[src/rtl/apb_pkg.sv]
// apb_pkg: shared widths and FSM state type for the APB byte-memory slave
package apb_pkg;
  localparam int ADDR_WIDTH = 8;
  localparam int DATA_WIDTH = 8;
  typedef enum logic [1:0] {IDLE, SETUP, ACCESS} apb_slv_state_e;
endpackage

[src/rtl/apb_mem_array.sv]
// apb_mem_array: byte memory, sync write, comb read, reset clear; out-of-range reads 0 and drops writes
module apb_mem_array
  import apb_pkg::*;
#(
  parameter int MEM_DEPTH = 256
) (
  input  logic                  i_clk,
  input  logic                  i_rst_n,
  input  logic                  i_we,
  input  logic [ADDR_WIDTH-1:0] i_addr,
  input  logic [DATA_WIDTH-1:0] i_wdata,
  output logic [DATA_WIDTH-1:0] o_rdata
);
  localparam int IW = MEM_DEPTH > 1 ? $clog2(MEM_DEPTH) : 1;
  logic [DATA_WIDTH-1:0] r_mem [MEM_DEPTH];
  logic                  w_hit;
  assign w_hit = 32'(i_addr) < MEM_DEPTH;
  always_ff @(posedge i_clk or negedge i_rst_n) begin
    if (!i_rst_n) for (int i = 0; i < MEM_DEPTH; i++) r_mem[i] <= '0;
    else if (i_we && w_hit) r_mem[i_addr[IW-1:0]] <= i_wdata;
  end
  assign o_rdata = w_hit ? r_mem[i_addr[IW-1:0]] : '0;
endmodule

[src/rtl/apb_slave_mem.sv]
// apb_slave_mem: APB slave with IDLE/SETUP/ACCESS FSM, wait states, sticky protocol-error flag
module apb_slave_mem
  import apb_pkg::*;
#(
  parameter int WAIT_STATES = 0,
  parameter int MEM_DEPTH   = 256
) (
  input  logic                  PCLK,
  input  logic                  PRESET_N,
  input  logic [ADDR_WIDTH-1:0] PADDR,
  input  logic                  PSEL,
  input  logic                  PENABLE,
  input  logic                  PWRITE,
  input  logic                  PWAKEUP,
  input  logic [DATA_WIDTH-1:0] PWDATA,
  output logic [DATA_WIDTH-1:0] PRDATA,
  output logic                  PREADY,
  input  logic                  ERR_CLR,
  output logic                  PROT_ERR
);
  apb_slv_state_e        r_state;
  logic [ADDR_WIDTH-1:0] r_addr;
  logic                  r_write;
  logic [DATA_WIDTH-1:0] r_wdata;
  logic [1:0]            r_wait;
  logic                  r_err;
  logic                  w_ready;
  logic                  w_we;
  logic                  w_mismatch;
  logic                  w_viol;
  logic [DATA_WIDTH-1:0] w_rdata;
  assign w_ready    = r_state == ACCESS && r_wait == 2'(WAIT_STATES);
  assign w_we       = w_ready && PSEL && PENABLE && r_write;
  assign w_mismatch = PADDR != r_addr || PWRITE != r_write || PWDATA != r_wdata;
  // once PSEL drops in ACCESS the requester has left, so only an early drop is an error
  assign w_viol = (r_state == IDLE && PENABLE)
               || (r_state == SETUP && !(PSEL && PENABLE))
               || (r_state == ACCESS && (PSEL ? w_mismatch : !w_ready));
  assign PREADY   = w_ready;
  assign PRDATA   = (w_ready && !r_write) ? w_rdata : '0;
  assign PROT_ERR = r_err;
  always_ff @(posedge PCLK or negedge PRESET_N) begin
    if (!PRESET_N) begin
      r_state <= IDLE;
      r_addr  <= '0;
      r_write <= 1'b0;
      r_wdata <= '0;
      r_wait  <= '0;
      r_err   <= 1'b0;
    end else begin
      r_err <= w_viol | (r_err & ~ERR_CLR);
      case (r_state)
        IDLE: if (PSEL && !PENABLE && PWAKEUP) begin
          r_state <= SETUP;
          r_addr  <= PADDR;
          r_write <= PWRITE;
          r_wdata <= PWDATA;
        end
        SETUP: begin
          r_state <= (PSEL && PENABLE) ? ACCESS : IDLE;
          r_wait  <= '0;
        end
        ACCESS: if (w_ready || !PSEL) r_state <= IDLE;
                else r_wait <= r_wait + 2'd1;
        default: r_state <= IDLE;
      endcase
    end
  end
  apb_mem_array #(.MEM_DEPTH(MEM_DEPTH)) u_mem (
    .i_clk   (PCLK),
    .i_rst_n (PRESET_N),
    .i_we    (w_we),
    .i_addr  (r_addr),
    .i_wdata (r_wdata),
    .o_rdata (w_rdata)
  );
endmodule

[config.mk]
export PLATFORM = sky130hd
export DESIGN_NAME = apb_slave_mem
export DESIGN_NICKNAME = d
export VERILOG_FILES = /design/src/rtl/apb_pkg.sv /design/src/rtl/apb_mem_array.sv /design/src/rtl/apb_slave_mem.sv
export SDC_FILE = /design/constraint.sdc
export NUM_CORES = 2
export LEC_CHECK = 0
export BUFFER_PORTS_ARGS = -buffer_cell sky130_fd_sc_hd__clkbuf_2
export CAP_MARGIN = 20
export CORE_UTILIZATION = 58
export CTS_CLUSTER_DIAMETER = 60
export CTS_CLUSTER_SIZE = 10
export DETAILED_ROUTE_END_ITERATION = 7
export GPL_TIMING_DRIVEN = 1
export PLACE_DENSITY = 0.88
export SYNTH_ARGS = -nofsm -noshare
export SYNTH_HDL_FRONTEND = slang
export SYNTH_SLANG_ARGS = --single-unit
[constraint.sdc]
create_clock -name PCLK -period 2.8 [get_ports PCLK]
set_clock_uncertainty 0.05 [all_clocks]
set_input_delay 0.28 -clock PCLK [delete_from_list [all_inputs] [get_ports PCLK]]
set_output_delay 0.28 -clock PCLK [all_outputs]
set_load 0.02 [all_outputs]
* After elaboration in Yosys (flattened, before gate mapping)
Index checks and enable logic that the tools add are counted.
** Word-level totals
- Bits in registers :: 2070
- Output and inout port bits :: 10
- Logic and storage cells :: 319
- Input bits :: 23
** Cells by class
- Bitwise logic cells :: 4
- Multiplexer cells :: 14
- Reduce and logical (&&, ||, !) cells :: 28
- Order comparisons :: 2
- Add/sub/neg operators :: 1
- Equality and inequality tests :: 8
** Operator list (number)
- bitwise mux 2048 bit :: 1
- binary-select mux 8 bit (select 8 bit) :: 1
- demux 8 bit (select 8 bit) :: 1
- 2-to-1 mux 8 bit :: 4
- inequality test 8 bit :: 2
- logical AND 1 bit :: 12
- greater-or-equal comparator 9 bit (second input constant) :: 1
- less-than comparator 9 x 1 -> 1 bit (second input constant) :: 1
- NOT 8 -> 9 bit :: 1
- 2-to-1 mux 2 bit :: 4
- case mux 2 bit (3 select lines) :: 1
- AND reduction 2 bit :: 3
- zero test 1 bit :: 5
- logical OR 1 bit :: 5
- zero test 2 bit :: 2
- inequality test 2 x 1 -> 1 bit (second input constant) :: 2
- case mux 2 bit (2 select lines) :: 1
- adder 2 x 1 -> 2 bit (second input constant) :: 1
- equality test 2 x 1 -> 1 bit (second input constant) :: 1
- equality test 2 bit (second input constant) :: 1
- inequality test 2 bit (second input constant) :: 1
- nonzero test 2 bit :: 1
- AND 1 bit :: 1
- 2-to-1 mux 1 bit :: 1
- 3 further kinds :: 3

* Longest topological paths before layout
- Depth in word-level cells :: 7
- Gate-level depth with buffers :: 10

* By module
Synthesis repeated with hierarchy kept, for this count alone.
** Second synthesis, totals
- Cells, all modules :: 5938
- Area total of the unflattened synthesis :: 93938.8 um2
** Modules (own cells, without submodules)
- apb_mem_array :: seq. area each 51249.2 um2, cells an instance 5832, area each 92711.4 um2, instances 1
- apb_slave_mem :: seq. area each 550.5 um2, cells an instance 106, area each 1227.4 um2, instances 1

* Worst setup path before layout
OpenSTA, ideal clock, no wires.
- Path type :: flip-flop to output port
- Start point :: register r_addr[0]
- End point :: output PRDATA[2]
- Data arrival time :: 2.534 ns
- Cell stages (with the launch flop) :: 9
- Data required time :: 2.470 ns
- Buffers on the path :: 3
- Slack :: -0.064 ns
- Cells stage by stage :: dfrtp_1 buf_2 buf_2 buf_1 mux4_2 a22oi_1 nand4_1 o31ai_1 nand4_1
** On the way
- Longest elaborated chain between the ends :: 5
** RTL lines
- start: declaration :: line apb_slave_mem.sv:22 : logic [ADDR_WIDTH-1:0] r_addr;
- start signal: assignment :: line apb_slave_mem.sv:45 : r_addr <= '0;
- start signal: assignment :: line apb_slave_mem.sv:55 : r_addr <= PADDR;
- NOT 8 -> 9 bit (not written as such) :: line apb_mem_array.sv:22 : assign o_rdata = w_hit ? r_mem[i_addr[IW-1:0]] : '0;
- binary-select mux 8 bit (select 8 bit) :: line apb_mem_array.sv:22
- 2-to-1 mux 8 bit (not written as such) (2 in a row) :: line apb_mem_array.sv:22
- 2-to-1 mux 8 bit :: line apb_slave_mem.sv:40 : assign PRDATA = (w_ready && !r_write) ? w_rdata : '0;
- end: declaration :: line apb_slave_mem.sv:16 : output logic [DATA_WIDTH-1:0] PRDATA,
No other way between the ends. The select of a mux whose other input is x is not followed.

* Final worst setup path
- Start point :: register r_addr[1]
- End point :: output PRDATA[4]
The elaborated chain is that of the path after synthesis.

==> out/qor.yml <==
drt:
  via_count: 62307
  drt_iter0_markers: 6649
  ant_nets: 0
  viasPerCell: 6.97
  drc: 0
  drt-pass1-iter-count: 8
  drt-total-wl_um: 280000
  wl_per_cell_um: 31.3
logic_synthesis:
  synth.avg_cell_area_um2: 14.9
  ys_warn_count: 0
  async_flop_share_pct: 100
  synth_edf_count: 0
  ys.flop_type: "dfrtp_1"
  syn_inst: 6332
  ys_seq_area_share_pct: 54.9
  ys_types: 58
  syn_nets: 6356
  netlist_area_mm2: 0.0944
  ys_seq_elements: 2070
global_route:
  antenna_found_initial: 7
  grt_max_degree: 171
  grt_usage_pct: 33.8
  grt_pass1_wl_um: 417000
  grt-ovfl-total: 0
  grt_pass1_vias: 66096
floorplanning:
  fp.dieH_um: 405
  die_w_um: 405
  pin_count: 33
  initial_utilization_pct: 58.6
  coreArea_mm2: 0.161
  rows: 147
  dieArea_mm2: 0.164
pwr:
  leakage_nw: 54.5
  cellPowerDensity_mw_per_mm2: 621
  ir_drop_mv: 1.50
  fin_total_pwr_mw: 68.4
status:
  outcome: "finished with violations"
  violations: "setup timing"
worst_setup_path:
  crit_type: "flip-flop to output pin"
  cp.required_ns: 2.47
  path_max_fanout: 10
  end_kind: "output pin"
  startpoint_type: "flip-flop"
  max_stage_delay_ns: 0.62
  slowest_stage: "a221oi_4"
  cp_cell_sequence: "buf_12, buf_16, buf_16, buf_12, mux4_2, nand3_1, nand4_1, a221oi_4, buf_4, nand4_1, clkbuf_8"
  arrival_ns: 4.34
sta:
  postLayoutSetupSlackWorst_ns: -1.87
  finalCritPeriodShare_pct: 167
  worstMarginPinSlew_ns: 1.25
  slew_violations: 0
  fin_tns_setup_ns: -93.17
  grt_setup_unrepaired: "true"
  period_needed_ns: 4.67
  max_freq_mhz: 214
  slew_headroom_pct: 15.9
  holdWs_ns: 0.119
  timing.final.hold_violations: 0
  finalSetupViolCount: 940
cells_and_area:
  final_common_cell: "dfrtp_1"
  drive_above_1_share_pct: 52.7
  fill_cells: 9589
  regArea_mm2: 0.0518
  nets: 6775
  mostFrequentLayoutCells: "2057 x dfrtp_1, 2008 x mux2_2, 414 x buf_4, 364 x mux4_2, 290 x mux2i_1"
  final_util_pct: 68.4
  multi_input_area_mm2: 0.0421
  area_growth_pct: 16.7
placement:
  gp_congestion: 0.951
  dp_hpwl_um: 166000
  pre_cts_slack_ns: -1.45
  io_buffers: 32
min_path:
  hold_class: "input pin to asynchronous set/reset pin"
clock_network:
  cts_max_level: 4
  cts.sinks: 2070
  cts_tree: "yes"
  cts_root_buffer: "clkbuf_16"
  clock_path_buffers: 3
  cts.clk_slew.worst_paths_ns: 0.06
  cts_buffers: 227
  clk-insertion-delay-late_ns: 0.89
flow_run:
  maxCapViolations: 0
==> registers in the layout, indices dropped and copies added, names as in the netlist <==
name,cells
r_write,1
PROT_ERR,1
r_wait,2
r_state,2
r_wdata,8
u_mem.r_mem,2048
r_addr,8
==> metrics by stage <==
stage | instance area (um^2) | std cells
after floorplan | 94400 | 6332
after global placement | 101000 | 8612
after detailed placement | 101000 | 8612
after CTS | 109000 | 8932
after global routing | 110000 | 8939
final | 110000 | 8943
==> synthesized netlist by cell type, types with 13 or more instances <==
library cell / n / share of area [%]
nand4_1: 71 / 0.47
a221oi_1: 21 / 0.19
clkbuf_1: 336 / 1.3
mux2_1: 80 / 0.95
a21oi_1: 29 / 0.15
o22ai_1: 56 / 0.37
nand3_1: 77 / 0.41
nor2_1: 30 / 0.12
a32oi_1: 16 / 0.15
buf_1: 48 / 0.19
dfrtp_1: 2070 / 55
buf_2: 94 / 0.50
mux4_2: 364 / 8.7
nor3_1: 14 / 0.074
a31oi_1: 20 / 0.13
xnor2_1: 13 / 0.12
a22oi_1: 138 / 1.1
mux2_2: 2009 / 24
mux2i_1: 305 / 3.2
nand2_1: 340 / 1.4
nand2_2: 20 / 0.13
o31ai_1: 21 / 0.17
nor4_1: 16 / 0.11
o21ai_0: 20 / 0.11
==> cell type report <==
type,count,area share (%)
tap,2160,2.45
clock inverter,20,0.385
inverter,8,0.0273
antenna,4,0.00909
timing repair buffer,672,6.64
sequential,2070,47.1
clock buffer,237,5.21
multi-input combinational,3772,38.2
==> report_power, final <==
part	total, mW	internal (mW)	switching, mW
Combinational	11.9	4.00	7.86
Clock	26.3	14.4	11.9
Sequential	30.2	30.0	0.200
Total	68.4	48.5	19.9
==> logic make-up (layout without fill, tap and decap cells) <==
family | count (synthesis) | in the layout | share of synthesized area, %
AO/OA/AOI/OAI | 357 | 357 | 2.69
XOR/XNOR | 17 | 17 | 0.158
adder cells (fa/ha/maj) | 1 | 1 | 0.0133
buffers and inverters | 490 | 937 | 2.09
flip-flops | 2070 | 2070 | 54.9
multiplexers | 2758 | 2758 | 36.8
other | 0 | 4 | 0
AND/OR/NAND/NOR | 639 | 639 | 3.33
==> worst paths after layout <==
check,from,end,slack [ns],cells past startpoint
setup / recovery,r_addr[1]$_DFFE_PN0P_,PRDATA[4],-1.87,11
hold / removal,PRESET_N,u_mem.r_mem[919]$_DFFE_PN0P_,0.12,3
setup reg to reg,r_addr[1]$_DFFE_PN0P_,u_mem.r_mem[1913]$_DFFE_PN0P_,-0.22,12
hold reg to reg,u_mem.r_mem[1144]$_DFFE_PN0P_,u_mem.r_mem[1144]$_DFFE_PN0P_,0.45,1
max in group asynchronous,PRESET_N,u_mem.r_mem[1416]$_DFFE_PN0P_,1.25,3
min in group PCLK,PWDATA[5],r_wdata[5]$_DFFE_PN0P_,0.18,3
==> metal layers <==
layer	track usage (%)	routed length, um
met1	43.0	103000
met2	52.5	132000
met3	8.40	26000
met4	20.6	18900
met5	0	27
==> worst max-delay path, delay by kind of cell, from the launching register on <==
family                 cells  cell delay, ns
buffers and inverters      6            1.20
AO/OA/AOI/OAI              1            0.62
multiplexers               1            0.51
AND/OR/NAND/NOR            3            0.69
flip-flops                 1            0.41
==> timing repair <==
action	in CTS	in global routing
gates cloned	8	4
gates resized for setup	204	199
hold buffers	24	0
setup buffers	33	4
pin swaps	39	30
setup endpoints to repair	882	1916
endpoints found under the hold margin	1558	0
Note: power is estimated with default switching activity, not from simulation.
